===== src/rtl/concat_ctrl.sv =====
// Sequencer/arbiter feeding the shift-concatenation stage: grants header then payload
// segments in message order, forwards them one register stage later, and tracks words emitted.
module concat_ctrl #(
    parameter int HDR_WORDS = 2,
    parameter int WCNT_W    = 16
) (
    input  logic              clk,
    input  logic              rst,
    input  logic              start,
    input  logic [63:0]       hdr_data,
    input  logic [6:0]        hdr_bits,
    input  logic              hdr_valid,
    output logic              hdr_ready,
    input  logic [63:0]       pay_data,
    input  logic [6:0]        pay_bits,
    input  logic              pay_valid,
    input  logic              pay_last,
    output logic              pay_ready,
    output logic [63:0]       cat_data,
    output logic [6:0]        cat_bits,
    output logic              cat_valid,
    output logic              cat_msg_fin,
    output logic              cat_stall,
    input  logic              cat_done,
    input  logic              out_ready,
    output logic              busy,
    output logic [WCNT_W-1:0] word_count,
    output logic              msg_done,
    output logic              bits_err
);

    typedef enum logic [2:0] {
        S_IDLE, S_HDR, S_PAY, S_FIN, S_DRAIN, S_DONE
    } state_t;

    state_t      state, state_nx;
    logic [3:0]  hdr_cnt;
    logic        drain_min;
    logic        hdr_acc, pay_acc, seg_acc, seg_fwd, seg_bad, msg_start;
    logic [63:0] seg_data;
    logic [6:0]  seg_bits;

    assign cat_stall = ~out_ready;
    assign busy      = (state != S_IDLE);
    assign hdr_ready = out_ready && (state == S_HDR);
    assign pay_ready = out_ready && (state == S_PAY);
    assign hdr_acc   = hdr_valid && hdr_ready;
    assign pay_acc   = pay_valid && pay_ready;
    assign seg_acc   = hdr_acc || pay_acc;
    assign seg_data  = hdr_acc ? hdr_data : pay_data;
    assign seg_bits  = hdr_acc ? hdr_bits : pay_bits;
    // Zero-length and oversize segments are consumed but never reach the concatenator.
    assign seg_fwd   = seg_acc && (seg_bits != 7'd0) && (seg_bits <= 7'd64);
    assign seg_bad   = seg_acc && (seg_bits > 7'd64);
    assign msg_start = (state == S_IDLE) && start;

    always_comb begin
        state_nx = state;
        case (state)
            S_IDLE:  if (start) state_nx = S_HDR;
            S_HDR:   if (hdr_acc && hdr_cnt == 4'(HDR_WORDS - 1)) state_nx = S_PAY;
            S_PAY:   if (pay_acc && pay_last) state_nx = S_FIN;
            S_FIN:   if (out_ready) state_nx = S_DRAIN;
            // Second unstalled DRAIN cycle onward, leave once the concatenator is quiet.
            S_DRAIN: if (out_ready && drain_min && !cat_done) state_nx = S_DONE;
            S_DONE:  state_nx = S_IDLE;
            default: state_nx = S_IDLE;
        endcase
    end

    always_ff @(posedge clk or negedge rst) begin
        if (!rst) begin
            state       <= S_IDLE;
            hdr_cnt     <= '0;
            drain_min   <= 1'b0;
            cat_data    <= '0;
            cat_bits    <= '0;
            cat_valid   <= 1'b0;
            cat_msg_fin <= 1'b0;
            word_count  <= '0;
            msg_done    <= 1'b0;
            bits_err    <= 1'b0;
        end else begin
            msg_done <= (state == S_DRAIN) && (state_nx == S_DONE);
            // DONE is the only state that moves on regardless of backpressure.
            if (out_ready || state == S_DONE)
                state <= state_nx;
            if (out_ready) begin
                cat_valid   <= seg_fwd;
                cat_msg_fin <= (state == S_FIN);
                drain_min   <= (state == S_DRAIN);
                if (seg_fwd) begin
                    cat_data <= seg_data;
                    cat_bits <= seg_bits;
                end
                if (msg_start)
                    hdr_cnt <= '0;
                else if (hdr_acc)
                    hdr_cnt <= hdr_cnt + 4'd1;
                if (msg_start)
                    word_count <= '0;
                else if (busy && cat_done && !(&word_count))
                    word_count <= word_count + 1'b1;
                if (msg_start)
                    bits_err <= 1'b0;
                else if (seg_bad)
                    bits_err <= 1'b1;
            end
        end
    end

endmodule

===== config.mk =====
export PLATFORM = sky130hd
export DESIGN_NAME = concat_ctrl
export DESIGN_NICKNAME = d
export VERILOG_FILES = /design/src/rtl/concat_ctrl.sv
export SDC_FILE = /design/constraint.sdc
export NUM_CORES = 1
export LEC_CHECK = 0
export ABC_AREA = 0
export ABC_CLOCK_PERIOD_IN_PS = 2310
export BUFFER_PORTS_ARGS = -buffer_cell sky130_fd_sc_hd__buf_4
export CAP_MARGIN = 10
export CORE_MARGIN = 5
export CORE_UTILIZATION = 45
export DETAILED_ROUTE_END_ITERATION = 6
export HOLD_SLACK_MARGIN = 0.15
export PLACE_DENSITY = 0.83
export SLEW_MARGIN = 20
export SYNTH_ARGS = -nofsm -noshare
export SYNTH_HDL_FRONTEND = slang
export SYNTH_SLANG_ARGS = --single-unit

===== constraint.sdc =====
create_clock -name clk -period 2.31 [get_ports clk]
set_input_delay 0.462 -clock clk [delete_from_list [all_inputs] [get_ports clk]]
set_output_delay 0.462 -clock clk [all_outputs]
set_load 0.005 [all_outputs]

# [Yosys cells after proc, flatten, opt, wreduce, memory -nomap -nowiden]
# Cells that the tools add are included.
[totals] inputBits=150 ff_bits=99 wordCells=66
[op_classes] n_addsub=2 mux=14 order_cmp=2 n_bitwise=1 n_eq_ne=7 n_reduce_logical=30
[ops] cell="64-bit two-way mux" count=1
[ops] cell="16-bit two-way mux" count=2
[ops] cell="16-bit by 1-bit adder with 16-bit output (second input constant)" count=1
[ops] cell="16-bit AND reduction" count=1
[ops] cell="1-bit logical AND" count=15
[ops] cell="3-bit two-way mux" count=5
[ops] cell="3-bit one-hot mux with 5 select lines" count=1
[ops] cell="3-bit equality test (second input constant)" count=3
[ops] cell="4-bit two-way mux" count=2
[ops] cell="2-bit AND reduction" count=4
[ops] cell="7-bit > comparator (second input constant)" count=1
[ops] cell="7-bit less-or-equal comparator (second input constant)" count=1
[ops] cell="7-bit two-way mux" count=1
[ops] cell="7-bit nonzero test" count=1
[ops] cell="3-bit by 2-bit equality test with 1-bit output (second input constant)" count=2
[ops] cell="2-bit nonzero test" count=3
[ops] cell="4-bit by 1-bit adder with 4-bit output (second input constant)" count=1
[ops] cell="4-bit by 1-bit equality test with 1-bit output (second input constant)" count=1
[ops] cell="3-bit by 1-bit equality test with 1-bit output (second input constant)" count=1
[ops] cell="3-bit zero test" count=1
[ops] cell="3-bit nonzero test" count=1
[ops] cell="1-bit zero test" count=2
[ops] cell="1-bit logical OR" count=2
[ops] cell="1-bit two-way mux" count=2
[ops] cell="1-bit inverter" count=1

# [Depth between registers and ports, before layout]
[logic_depth] word_depth=8 ltp_mapped=8 mapped_depth_nobuf=6

# [Worst setup path after synthesis]
# Ideal clock, no wire load.
[synth_timing] kind="input -> register" start="input port hdr_bits[2]" end="register cat_bits[1]" arrival_ns=1.776 t_required_ns=2.185 slack_ns=0.410 path_stages=6 n_path_buf=1 cell_sequence="nor4_1 nand2_1 xnor2_1 o22ai_4 buf_6 mux2_2"
[synth_between] elab_chain_cells=5 word_cells_on_any_way=6 cone_classes="order compare: 1; mux: 1; reduce/logical: 4"
[synth_rtl] element="from (decl)" line="11" source="input logic [6:0] hdr_bits,"
[synth_rtl] element="7-bit two-way mux (*)" line="51" source="assign seg_bits = hdr_acc ? hdr_bits : pay_bits;"
[synth_rtl] element="parallel branches: the longest is 2 deep, another holds 7-bit less-or-equal comparator"
[synth_rtl] element="1-bit logical AND (*)" line="53" source="assign seg_fwd = seg_acc && (seg_bits != 7'd0) && (seg_bits <= 7'd64);"
[synth_rtl] element="2-bit AND reduction (no line) (*)"
[synth_rtl] element="to (signal assigned)" line="94" source="cat_bits <= seg_bits;"
[synth_rtl] element="to (decl)" line="20" source="output logic [6:0] cat_bits,"
# Every way passes the cells marked *.
# A chain may end at the register's enable or synchronous reset.

# [Worst setup path in the final report]
[layout_timing] start="register state[0]" end="output port pay_ready"
[layout_between] elab_chain_cells=2
[layout_rtl] element="from (decl)" line="36" source="state_t state, state_nx;"
[layout_rtl] element="from (signal assigned)" line="87" source="state <= state_nx;"
[layout_rtl] element="3-bit by 2-bit equality test with 1-bit output" line="46" source="assign pay_ready = out_ready && (state == S_PAY);"
[layout_rtl] element="1-bit logical AND" line="46"
[layout_rtl] element="to (decl)" line="18" source="output logic pay_ready,"
# No other way between the ends.

==> impl.org <==
** Logic synthesis
- Of the post-synthesis cell area, the dominant cell type holds 47.6%.
- In the synthesized netlist the async set-or-reset flop fraction comes to 100%.
- After synthesis the cells add up to 0.00520 mm².
- The number of nets handed over by synthesis was 701.
- After synthesis, flip-flops and latches occupy 47.6% of the total area.
- Register bit count reported by yosys :: 99
- Biggest area contributors in the synthesized netlist :: sky130_fd_sc_hd__dfrtp_1 48%, sky130_fd_sc_hd__mux2_2 17%, sky130_fd_sc_hd__nand2_1 15%
- EDFF count, synth :: 0
- Mean post-synth cell area :: 9.49 µm²
- sky130_fd_sc_hd__dfrtp_1 takes more of the synthesized area than any other cell.
- For this run, the leading register cell type out of synthesis is sky130_fd_sc_hd__dfrtp_1.
- Number of distinct library cells after synthesis :: 49
- Yosys synthesis warning count :: 0
- The cell count after synthesis came out at 548.

** Routing
- Via count :: 4757
- Number of DRC violations after detailed-routing iteration 0 :: 174
- In the routed layout, each cell is associated on average with a via count of 5.08.
- Post-detailed-route count of antenna-violating nets :: 0
- In the routed design, unresolved DRC markers number 0.
- Summed over all layers, the routed wires come to 14.9 mm.
- Dividing the detail-routed wire length by the instance count gives 15.9 µm.
- The first detailed-routing pass ran for 6 iterations.

** Placed design
- Post-DP HPWL :: 11.8 mm
- RD Place Congestion :: 0.874
- In this run, placement finished with an instance count of 919.
- Placed inst area :: 0.00715 mm²
- Buffers placed on the I/O ports in this run total 244.

** Hold path
- Worst min-delay path category :: in2reg

** Floorplanning
- Die area :: 0.0138 mm²
- 245 I/O pins were placed.
- The initial utilization of the core area, before any placement, comes to 45.7%.
- The core region is 0.0114 mm².
- The initialized floorplan defines 39 standard-cell rows.
- Die outline width :: 117 µm
- DIE HEIGHT :: 117 µm

** Critical path
- The critical path is of the reg2out type.
- Data arrives at the worst endpoint at 1.54 ns.
- Largest fanout on the critical path :: 10
- Endpoint class of the critical path :: primary output
- Required time of the critical path :: 1.85 ns
- STA classifies the critical path startpoint as a register.

** Clocking
- Number of clock buffers inserted by TritonCTS :: 9
- Clock-pin slew was measured on the worst setup and hold paths at 0.07 ns.
- The clock tree synthesis step divided the H-tree into 3 levels.
- Cell at the root of the clock tree :: sky130_fd_sc_hd__clkbuf_16
- Skew-Pair Late Insertion Delay :: 0.34 ns
- Total number of clock tree sinks :: 99
- Buffers inserted during post-CTS setup optimization :: 0
- Buffers inserted to repair hold after CTS numbered 1.
- CTS tree :: done
- After clock tree synthesis, the repair step resized 0 gates.
- In this run the deepest clock path goes through 2 buffers.

** Layout
- The sequential cells in the finished layout cover a total of 0.00248 mm².
- Most frequent standard cell in the layout excluding fill and tap cells :: sky130_fd_sc_hd__buf_4
- Area used by multi-input combinational logic :: 0.00248 mm²
- Net total in the final layout :: 941
- After routing the design area is 0.00745 mm².
- Leading cell types in the layout, fill and taps excluded :: 255 x sky130_fd_sc_hd__buf_4, 208 x sky130_fd_sc_hd__nand2_1, 99 x sky130_fd_sc_hd__dfrtp_1
- Number of fillers in the final layout :: 941
- Final antenna diode count :: 0
- The area growth from synthesis to layout is 43.3%.
- The post-route netlist has 45.3% of its cells at a drive strength greater than 1.
- Excluding fillers, the count of instances in the completed layout stands at 936.

** STA
- Across the routed clock network, the largest skew measured is 0.00767 ns.
- The final max-slew violation count came to 0.
- Final Critical Period :: 2.00 ns
- Accumulated negative setup slack :: 0 ns
- Unrepaired setup endpoints after global routing :: no
- The worst path uses 86.7% of the clock period.
- The count of final hold-check violations came to 0.
- Based on the critical path, the design can be clocked at up to 0.499 GHz.
- Normalized max-slew margin :: 58.3%
- Pin slew with the least headroom to its limit :: 0.625 ns
- Setup-failing EPs final :: 0

** Power and ir drop
- Switching power total :: 0.00250 W
- In this run, the combinational gates consume 43.0% of the power.
- Of the total power, the clock network draws 19.2%.
- Leakage power of the design :: 3.83 nW
- Power spread over the standard cell area amounts to 1040 mW/mm².
- Proportion of total power due to net switching :: 32.0%
- Share of total power in sequential cells :: 37.9%
- IR analysis of the VDD net gives a maximum drop of 579 µV.
- Cell internal power was estimated by the tool at 0.00529 W.

** Global routing
- For this run, the total global-route usage over all layers was measured as 21.0%.
- The via count of the first global-routing pass was 4862.
- Total overflow reported by the global router :: 0
- The first global-routing pass estimated 24.3 mm of wire.
- Maximum number of pins on one net before global-route repair :: 55
- Number of antenna violations at the first check in global routing :: 0

** Outcome
- The run finished with clean final reports.

** Job
- Across the run, the number of max-cap violations was 0.
-- worst max-delay path, stage by stage (launching register included) --
cell                       delay [ns]
sky130_fd_sc_hd__dfrtp_1         0.41
sky130_fd_sc_hd__buf_4           0.18
sky130_fd_sc_hd__nor4bb_1        0.42
sky130_fd_sc_hd__buf_4           0.20
-- flip-flops by register name (all words and copies together), names as in the netlist --
register,cells
bits_err,1
cat_bits,7
cat_data,64
cat_msg_fin,1
cat_valid,1
drain_min,1
hdr_cnt,4
msg_done,1
state,3
word_count,16
-- metrics by stage --
step / hold slack, ns / total power (W) / setup slack (ns) / utilization [%]
2_1_floorplan: 0.166 / 0.00456 / 0.410 / -
3_3_place_gp: 0.414 / 0.00620 / 0.156 / 62.9
3_5_place_dp: 0.420 / 0.00636 / 0.112 / 62.9
4_1_cts: 0.418 / 0.00788 / 0.316 / 65.6
5_1_grt: 0.449 / 0.00830 / 0.219 / 65.6
6_report: 0.430 / 0.00779 / 0.307 / 65.6
-- logic make-up after synthesis --
family,after synthesis,share of synthesized area [%]
AO/OA/AOI/OAI,41,5.58
XOR/XNOR,13,2.19
adder cells (fa/ha/maj),3,0.722
buffers and inverters,39,4.64
flip-flops,99,47.6
multiplexers,78,16.9
AND/OR/NAND/NOR,275,22.3
-- routing by layer --
metal | track usage, % | wire, µm | vias to the layer above
li1 | - | - | 2312
met1 | 24.8 | 5860 | 2258
met2 | 37.6 | 7770 | 167
met3 | 5.29 | 995 | 20
met4 | 6.31 | 230 | 0
met5 | 0 | 0 | -
-- cell type report --
class / instances / share of cell area [%]
clock buffers: 11 / 3.12
clock inverters: 5 / 0.856
inverters: 9 / 0.453
multi-input cells: 410 / 33.3
flip-flops and latches: 99 / 33.2
well taps: 143 / 2.40
repair buffers: 259 / 26.6
-- synthesized netlist by cell type (all sizes together), types with 2 or more instances --
library cell	number
nand2	209
dfrtp	99
mux2	78
buf	21
nor2	20
o21ai	11
nand3	10
and3	9
clkbuf	9
inv	9
a21oi	8
xnor2	8
nand4	5
xor2	5
o211ai	4
o31ai	4
a211oi	3
ha	3
nand3b	3
nor3	3
or3	3
a211o	2
and2	2
nor4	2
o2111ai	2
-- power by group through the flow --
stage | Sequential (W) | Combinational [W] | Clock, W
floorplan | 0.00295 | 0.00161 | 0
global placement | 0.00293 | 0.00327 | 0
detailed placement | 0.00297 | 0.00339 | 0
CTS | 0.00295 | 0.00340 | 0.00153
global route | 0.00303 | 0.00367 | 0.00160
finish | 0.00295 | 0.00334 | 0.00149
-- final timing paths --
check,start,endpoint,slack (ns),cells past startpoint
worst max-delay path,state[0],pay_ready,0.31,3
worst min-delay path,out_ready,cat_msg_fin,0.43,2
worst max register to register,state[1],cat_data[60],0.34,7
worst min register to register,cat_valid,cat_valid,0.50,1
max in group asynchronous,rst,cat_data[63],1.09,3
min in group asynchronous,rst,cat_data[56],0.59,2
Power figures use the tool's default switching activity.
